==> src/rtl/uart_pkg.sv <==
// uart_pkg: shared UART definitions used by the transmit arbiter,
// the transmitter and the receiver (byte width, baud timing, arbiter states).
package uart_pkg;

  localparam int UART_BYTE_W  = 8;

  // Baud timing shared by the transmitter and receiver.
  localparam int CLK_FREQ_HZ  = 50_000_000;
  localparam int BAUD_RATE    = 115_200;
  localparam int CLKS_PER_BIT = CLK_FREQ_HZ / BAUD_RATE;

  // Transfer sequencing states of the transmit arbiter.
  typedef enum logic [1:0] {
    IDLE      = 2'd0,
    LAUNCH    = 2'd1,
    WAIT_BUSY = 2'd2,
    WAIT_DONE = 2'd3
  } arb_state_t;

endpackage

==> src/rtl/uart_tx_arbiter_rr_pick.sv <==
// rr_pick: combinational round-robin selector. Scans the eligible requests
// starting just above last_grant, wrapping modulo NUM_REQ, and reports the
// first hit. lock_mask removes requesters from consideration.
module rr_pick #(
  parameter int NUM_REQ = 4,
  parameter int REQ_W   = 2
) (
  input  logic [NUM_REQ-1:0] req,
  input  logic [REQ_W-1:0]   last_grant,
  input  logic [NUM_REQ-1:0] lock_mask,
  output logic               any_req,
  output logic [REQ_W-1:0]   winner
);

  logic [NUM_REQ-1:0] eligible;

  genvar gi;
  generate
    for (gi = 0; gi < NUM_REQ; gi++) begin : g_elig
      assign eligible[gi] = req[gi] & lock_mask[gi];
    end
  endgenerate

  // First eligible requester after last_grant, wrapping around.
  always_comb begin
    logic [REQ_W-1:0] idx_w;
    any_req = 1'b0;
    winner  = '0;
    idx_w   = '0;
    for (int k = 1; k <= NUM_REQ; k++) begin
      idx_w = REQ_W'((int'(last_grant) + k) % NUM_REQ);
      if (!any_req && eligible[idx_w]) begin
        any_req = 1'b1;
        winner  = idx_w;
      end
    end
  end

endmodule

==> src/rtl/uart_tx_arbiter.sv <==
// uart_tx_arbiter: shares one 8N1 transmitter between NUM_REQ byte producers.
// Each byte is a full launch / wait-busy / wait-done sequence; arbitration is
// round-robin per byte. Optional packet lock: define UART_TX_ARB_PKT_LOCK_EN to
// keep the grant on one requester until it delivers a byte with req_last=1.
module uart_tx_arbiter
  import uart_pkg::*;
#(
  parameter int NUM_REQ = 4,
  parameter int REQ_W   = 2
) (
  input  logic                       clk,
  input  logic                       rst_n,
  input  logic [NUM_REQ-1:0]         req_valid,
  input  logic [UART_BYTE_W*NUM_REQ-1:0] req_data,
  input  logic [NUM_REQ-1:0]         req_last,
  output logic [NUM_REQ-1:0]         req_ready,
  output logic                       tx_start,
  output logic [UART_BYTE_W-1:0]     tx_data,
  input  logic                       tx_busy,
  output logic [REQ_W-1:0]           grant_id,
  output logic                       active
);

  arb_state_t               state_reg;
  logic [REQ_W-1:0]         last_grant_reg;
  logic [NUM_REQ-1:0]       req_ready_reg;
  logic                     tx_start_reg;
  logic [UART_BYTE_W-1:0]   tx_data_reg;
  logic [REQ_W-1:0]         grant_id_reg;
  logic                     active_reg;

  logic [NUM_REQ-1:0]       lock_mask;
  logic                     any_req;
  logic [REQ_W-1:0]         winner;

`ifdef UART_TX_ARB_PKT_LOCK_EN
  logic                     lock_reg;
  // While a packet is open only its owner may win arbitration.
  assign lock_mask = lock_reg ? (NUM_REQ'(1) << grant_id_reg) : '1;
`else
  logic                     unused_last;
  assign lock_mask   = '1;
  assign unused_last = ^req_last;
`endif

  rr_pick #(
    .NUM_REQ (NUM_REQ),
    .REQ_W   (REQ_W)
  ) u_rr_pick (
    .req        (req_valid),
    .last_grant (last_grant_reg),
    .lock_mask  (lock_mask),
    .any_req    (any_req),
    .winner     (winner)
  );

  // Transfer sequencer with registered outputs; start/ready pulse in LAUNCH.
  always_ff @(posedge clk or negedge rst_n) begin
    if (!rst_n) begin
      state_reg      <= IDLE;
      last_grant_reg <= REQ_W'(NUM_REQ - 1);
      req_ready_reg  <= '0;
      tx_start_reg   <= 1'b0;
      tx_data_reg    <= '0;
      grant_id_reg   <= '0;
      active_reg     <= 1'b0;
`ifdef UART_TX_ARB_PKT_LOCK_EN
      lock_reg       <= 1'b0;
`endif
    end else begin
      tx_start_reg  <= 1'b0;
      req_ready_reg <= '0;
      case (state_reg)
        IDLE: begin
          // A still-busy transmitter (e.g. after a reset) blocks the launch.
          if (any_req && !tx_busy) begin
            tx_data_reg    <= req_data[int'(winner)*UART_BYTE_W +: UART_BYTE_W];
            grant_id_reg   <= winner;
            last_grant_reg <= winner;
            tx_start_reg   <= 1'b1;
            req_ready_reg  <= NUM_REQ'(1) << winner;
            active_reg     <= 1'b1;
            state_reg      <= LAUNCH;
          end
        end
        LAUNCH: begin
`ifdef UART_TX_ARB_PKT_LOCK_EN
          // The accepted byte decides whether the packet stays open.
          lock_reg  <= ~req_last[grant_id_reg];
`endif
          state_reg <= WAIT_BUSY;
        end
        WAIT_BUSY: begin
          if (tx_busy) begin
            state_reg <= WAIT_DONE;
          end
        end
        WAIT_DONE: begin
          if (!tx_busy) begin
            active_reg <= 1'b0;
            state_reg  <= IDLE;
          end
        end
        default: state_reg <= IDLE;
      endcase
    end
  end

  assign req_ready = req_ready_reg;
  assign tx_start  = tx_start_reg;
  assign tx_data   = tx_data_reg;
  assign grant_id  = grant_id_reg;
  assign active    = active_reg;

endmodule

==> config.mk <==
export PLATFORM = sky130hd
export DESIGN_NAME = uart_tx_arbiter
export DESIGN_NICKNAME = d
export VERILOG_FILES = /design/src/rtl/uart_pkg.sv /design/src/rtl/uart_tx_arbiter_rr_pick.sv /design/src/rtl/uart_tx_arbiter.sv
export SDC_FILE = /design/constraint.sdc
export NUM_CORES = 1
export LEC_CHECK = 0
export BUFFER_PORTS_ARGS = -buffer_cell sky130_fd_sc_hd__buf_2
export CAP_MARGIN = 0
export CELL_PAD_IN_SITES_DETAIL_PLACEMENT = 0
export CELL_PAD_IN_SITES_GLOBAL_PLACEMENT = 1
export CORE_ASPECT_RATIO = 1.2
export CORE_MARGIN = 2
export CORE_UTILIZATION = 32
export DETAILED_ROUTE_END_ITERATION = 10
export PLACE_DENSITY_LB_ADDON = 0.2
export SLEW_MARGIN = 40
export SYNTH_ARGS = -nofsm -noshare
export SYNTH_HDL_FRONTEND = slang
export SYNTH_SLANG_ARGS = --single-unit
==> constraint.sdc <==
create_clock -name clk -period 1.9 [get_ports clk]
set_input_delay 0.38 -clock clk [delete_from_list [all_inputs] [get_ports clk]]
set_output_delay 0.38 -clock clk [all_outputs]
set_load 0.01 [all_outputs]
After elaboration in Yosys (flattened, before gate mapping) --
Index checks and enable logic that the tools add are counted.
Operators by class: $add $sub $neg 4, $lt $le $gt $ge 4, equal/unequal tests 6, shift operators 2, multiplexer cells 27, reduce and logical (&&, ||, !) cells 13
Operators with widths (number):
- 32-bit by 6-bit variable part select with 8-bit output | 1
- 2-bit 2-to-1 mux | 7
- 2-bit by 3-bit less-than comparator with 1-bit output (second input constant) | 4
- 1-bit 2-to-1 mux | 12
- 1-bit binary-select mux with 2-bit select | 4
- 4-bit 2-to-1 mux | 2
- 2-bit case mux with 4 select lines | 1
- 2-bit inequality test (second input constant) | 3
- 3-bit AND reduction | 2
- 2-bit by 1-bit adder with 2-bit output (second input constant) | 2
- 2-bit adder (second input constant) | 2
- 2-bit == test (second input constant) | 2
- 1-bit logical AND | 4
- 1-bit logical NOT | 4
- 1-bit by 2-bit left shift with 4-bit output (first input constant) | 1
- 2-bit by 1-bit == test with 1-bit output (second input constant) | 1
- 2-bit logical NOT | 1
- 1-bit case mux with 2 select lines | 1
- 2-bit AND reduction | 1
- 2-bit nonzero test | 1
Storage, ports and cells: flip-flop bits (word level) 20, input port bits 43, output and inout port bits 16, logic and storage cells 63

Depth between registers and ports, before layout --
word-level depth 16, mapped depth 7, gate-level depth less buffers 6

Cells and area by module --
From an unflattened synthesis, not the netlist that was laid out.
Unflattened totals: cells, all modules 108, area total of the unflattened synthesis 1199.9 um^2
By module, submodules not included:
- uart_tx_arbiter | instances 1, cells each 93, area an instance 1083.5 um^2, seq. area each 503.0 um^2
- rr_pick | instances 1, cells each 15, area an instance 116.4 um^2, seq. area each 0.0 um^2

Worst setup path before layout --
Ideal clock, no wire load.
kind reg-to-reg, start reg last_grant_reg[1], end reg tx_data_reg[0] (netlist: tx_data[0]), setup time 0.138 ns, arrival 1.428 ns, required time 1.762 ns, path slack 0.334 ns, cell stages (with the launch flop) 7, buffers on the path 1, clock period less this slack 1.566 ns, cells stage by stage dfstp_2 -> nand2b_1 -> a21oi_2 -> o221ai_4 -> buf_8 -> mux2i_1 -> o221ai_1
On the way: longest elaborated chain between the ends 15, elaborated cells on any way between the ends 29, those cells by class add/sub (4); shift (1); mux (16); reduce/logical (8)
Ends and longest elaborated chain:
- start, declared | RTL line uart_tx_arbiter.sv:25 | logic [REQ_W-1:0] last_grant_reg;
- start signal, assigned | RTL line uart_tx_arbiter.sv:61 | last_grant_reg <= REQ_W'(NUM_REQ - 1);
- start signal, assigned | RTL line uart_tx_arbiter.sv:79 | last_grant_reg <= winner;
- branches (longest 15 deep; another with 2-bit by 1-bit adder with 2-bit output)
- end signal, assigned | RTL line uart_tx_arbiter.sv:77 | tx_data_reg <= req_data[int'(winner)*UART_BYTE_W +: UART_BYTE_W];
- end, declared | RTL line uart_tx_arbiter.sv:28 | logic [UART_BYTE_W-1:0] tx_data_reg;
Parallel ways; which one is timed is not known. The select of a mux whose other input is x is not followed. A chain may end at the register's enable or synchronous reset.

Final worst setup path --
Same ends and word-level chain as after synthesis.

==> flow_summary_export.csv <==
group,metric,value,unit
grt,grt.total_usage,13.84,%
logic_synthesis,synthDistinctLibCells,27,
final_layout,largest_reg_flops,8,
drt,dr.pass1.iters,4,
logic_synthesis,synth-adder-area-share,4.464,%
power_and_ir_drop,p_leak,0.8128,nW
place,dp_hpwl,2076,um
floorplanning,core-area,3338,sq um
drt,drtIter0Drc,22,
power_and_ir_drop,combPwrFrac,46.9,%
min_path,min_path_type,"input port to async pin",
final_layout,post-route-util,44.49,%
drt,wire_per_inst,13.38,um
clock_tree,hold_buffers,0,
floorplanning,die_area,3995,sq um
logic_synthesis,synth_mux_area_share,16.18,%
setup_path,cp-start-kind,"register",
logic_synthesis,netlist_area,1121,sq um
power_and_ir_drop,pwr-share-seq,36.9,%
power_and_ir_drop,p_clk_share,16.2,%
setup_path,crit_type,"register to register",
clock_tree,htreeDepth,1,
sta,fin_crit_sh,91.45,%
setup_path,cp.required,2.02,ns
grt,grt_pass1_wl,4195,um
clock_tree,cts_buffer_depth,2,
drt,vias,970,
clock_tree,ctsRootBufferMaster,"clkbuf_8",
outcome,status,"completed",
logic_synthesis,synthSimpleGateAreaFrac,13.39,%
floorplanning,fp.dieH,68.84,um
logic_synthesis,synth_compound_area_share,15.07,%
drt,drc,0,
drt,drt_wl_total,2635,um
place,portBuffers,54,
drt,postRouteAntennaNets,0,
clock_tree,clkLatencyLatePin,0.25,ns
grt,grt_pass1_vias,935,
logic_synthesis,syn_area_per_cell,10.88,sq um
sta,period_needed,1.738,ns
final_layout,antenna_cells,0,
clock_tree,post_cts.repair.setup_buffers,0,
place,gp_congestion,0.6726,
grt,overflow,0,
sta,setup_tns,0,ns
logic_synthesis,synth_xor_area_share,0,%
floorplanning,start_util,33.58,%
floorplanning,io_pins,59,
logic_synthesis,ys_seq_area_share,44.87,%
clock_tree,path_clk_slew,0.07,ns
power_and_ir_drop,p_int,1.228,mW
logic_synthesis,synth_nets,150,
setup_path,path_max_fanout,8,
grt,antenna_found_initial,0,
logic_synthesis,synth_top_family_by_area,"multiplexers",
sta,clock.fmax,575.5,MHz
flow_run,cap_violations,0,
sta,worst_pin_slew,0.4502,ns
setup_path,endpoint_kind,"register",
logic_synthesis,syn_inst,103,
drt,routed_via_density,4.924,
floorplanning,fp.dieW,58.03,um
logic_synthesis,ys_warn_count,0,
clock_tree,cts_buffers,3,
clock_tree,cts_resized,0,
sta,slew_violations,0,
grt,grt_start_max_net_pins,21,
sta,rsz0062_at_grt,"no",
logic_synthesis,ys_ff_latch,20,
power_and_ir_drop,peakVddDrop,0.7671,mV
clock_tree,cts_num_sinks,20,
floorplanning,rows,23,
power_and_ir_drop,swShare,36.67,%
sta,clock_skew,0.001482,ns
power_and_ir_drop,pwr_density_cell,1306,nW/um^2
sta,hold_viol,0,
setup_path,cp.arrival,1.86,ns
clock_tree,cts_tree,"yes",
sta,slew_headroom,69.99,%
final_layout,layout-drive-gt1-share,43.75,%
sta,setup_viol,0,
final_layout,area_growth,32.48,%
power_and_ir_drop,switchingPower,0.7112,mW
final_layout,nets,208,
[layer usage]
layer,track usage [%],vias up,wire [um]
li1,-,484,-
met4,5.233,0,23
met5,0,-,0
met1,17.56,457,1064
met2,24.57,27,1433
met3,1.119,2,113
[critical path, stage by stage, from the launching register on]
cell,delay [ns]
dfstp_2,0.59
nand2b_1,0.14
a21oi_2,0.07
o221ai_4,0.21
buf_4,0.22
mux2i_1,0.24
o221ai_1,0.14
[power groups by stage]
stage          combinational (mW)  clock (mW)  sequential, mW
2_1_floorplan               0.581           0           0.772
3_3_place_gp                0.898           0           0.715
3_5_place_dp                0.933           0           0.722
4_1_cts                     0.932       0.327           0.717
5_1_grt                      1.02       0.344           0.743
6_report                    0.909       0.314           0.716
[stage by stage]
step                      worst slack (ns)  instances  total power, mW  hold WS [ns]  cell area (sq um)
after CTS                           0.1473        197            1.976       0.08377               1485
after detailed placement            0.1653        193            1.655        0.3615               1430
after floorplan                     0.3342        103            1.353       0.08441               1121
after global placement              0.2018        193            1.613        0.3568               1430
after global routing               0.03076        197            2.110       0.09602               1485
final                               0.1624        197            1.939       0.06712               1485
[synth_stat cells]
cell	count	area, sq um
dfrtp_1	18	450.4
mux2i_1	17	170.2
nand2_1	12	45.04
nor2_1	8	30.03
o221ai_1	8	70.07
a21oi_1	5	25.02
inv_1	5	18.77
ha_1	4	50.05
nand2b_1	3	18.77
a31oi_1	2	12.51
and3_1	2	12.51
buf_6	2	22.52
dfstp_2	2	52.55
nand2_2	2	12.51
a21o_1	1	7.510
a21oi_2	1	8.760
and2b_1	1	7.510
buf_2	1	5.000
buf_8	1	15.01
inv_4	1	6.260
mux2_1	1	11.26
nor4_2	1	12.51
o21a_1	1	7.510
o21ai_0	1	5.000
o221ai_4	1	26.28
o22ai_1	1	6.260
or3b_4	1	11.26
[placed cells by master (no fill, tap or decap), types with 2 or more instances in the layout]
| cell type | netlist | layout |
|---|---|---|
| nand2_2 | 2 | 2 |
| clkbuf_8 | 0 | 4 |
| dfstp_2 | 2 | 2 |
| buf_2 | 1 | 54 |
| nor2_1 | 8 | 8 |
| a21oi_1 | 5 | 5 |
| mux2i_1 | 17 | 17 |
| dfrtp_1 | 18 | 18 |
| a31oi_1 | 2 | 2 |
| nand2b_1 | 3 | 3 |
| inv_1 | 5 | 5 |
| nand2_1 | 12 | 12 |
| buf_4 | 0 | 2 |
| o221ai_1 | 8 | 8 |
| and3_1 | 2 | 2 |
| ha_1 | 4 | 4 |
[path summary, 6_finish.rpt]
kind | start | end | slack [ns] | depth (start not counted)
hold reg to reg | tx_data[4] | tx_data[4] | 0.49 | 2
setup / recovery | last_grant_reg[1] | tx_data[0] | 0.16 | 6
setup reg to reg | last_grant_reg[1] | tx_data[0] | 0.16 | 6
min in group clk | req_data[21] | tx_data[5] | 0.45 | 3
hold / removal | rst_n | active | 0.07 | 1
max in group asynchronous | rst_n | last_grant_reg[0] | 1.49 | 1
[layout make-up]
class | count | area (sq um)
fill | 334 | 1853
multi-input combinational | 73 | 550.5
sequential | 20 | 503.0
timing repair buffer | 57 | 305.3
clock buffer | 4 | 55.05
tap | 37 | 46.29
inverter | 6 | 25.02
[kinds of logic after synthesis]
logic type | after synthesis
AOI/OAI and AO/OA | 21
muxes | 18
adders and majority gates | 4
DFF | 20
and+or+nand+nor | 30
buffers and inverters | 10
Note: power is estimated with default switching activity, not from simulation.
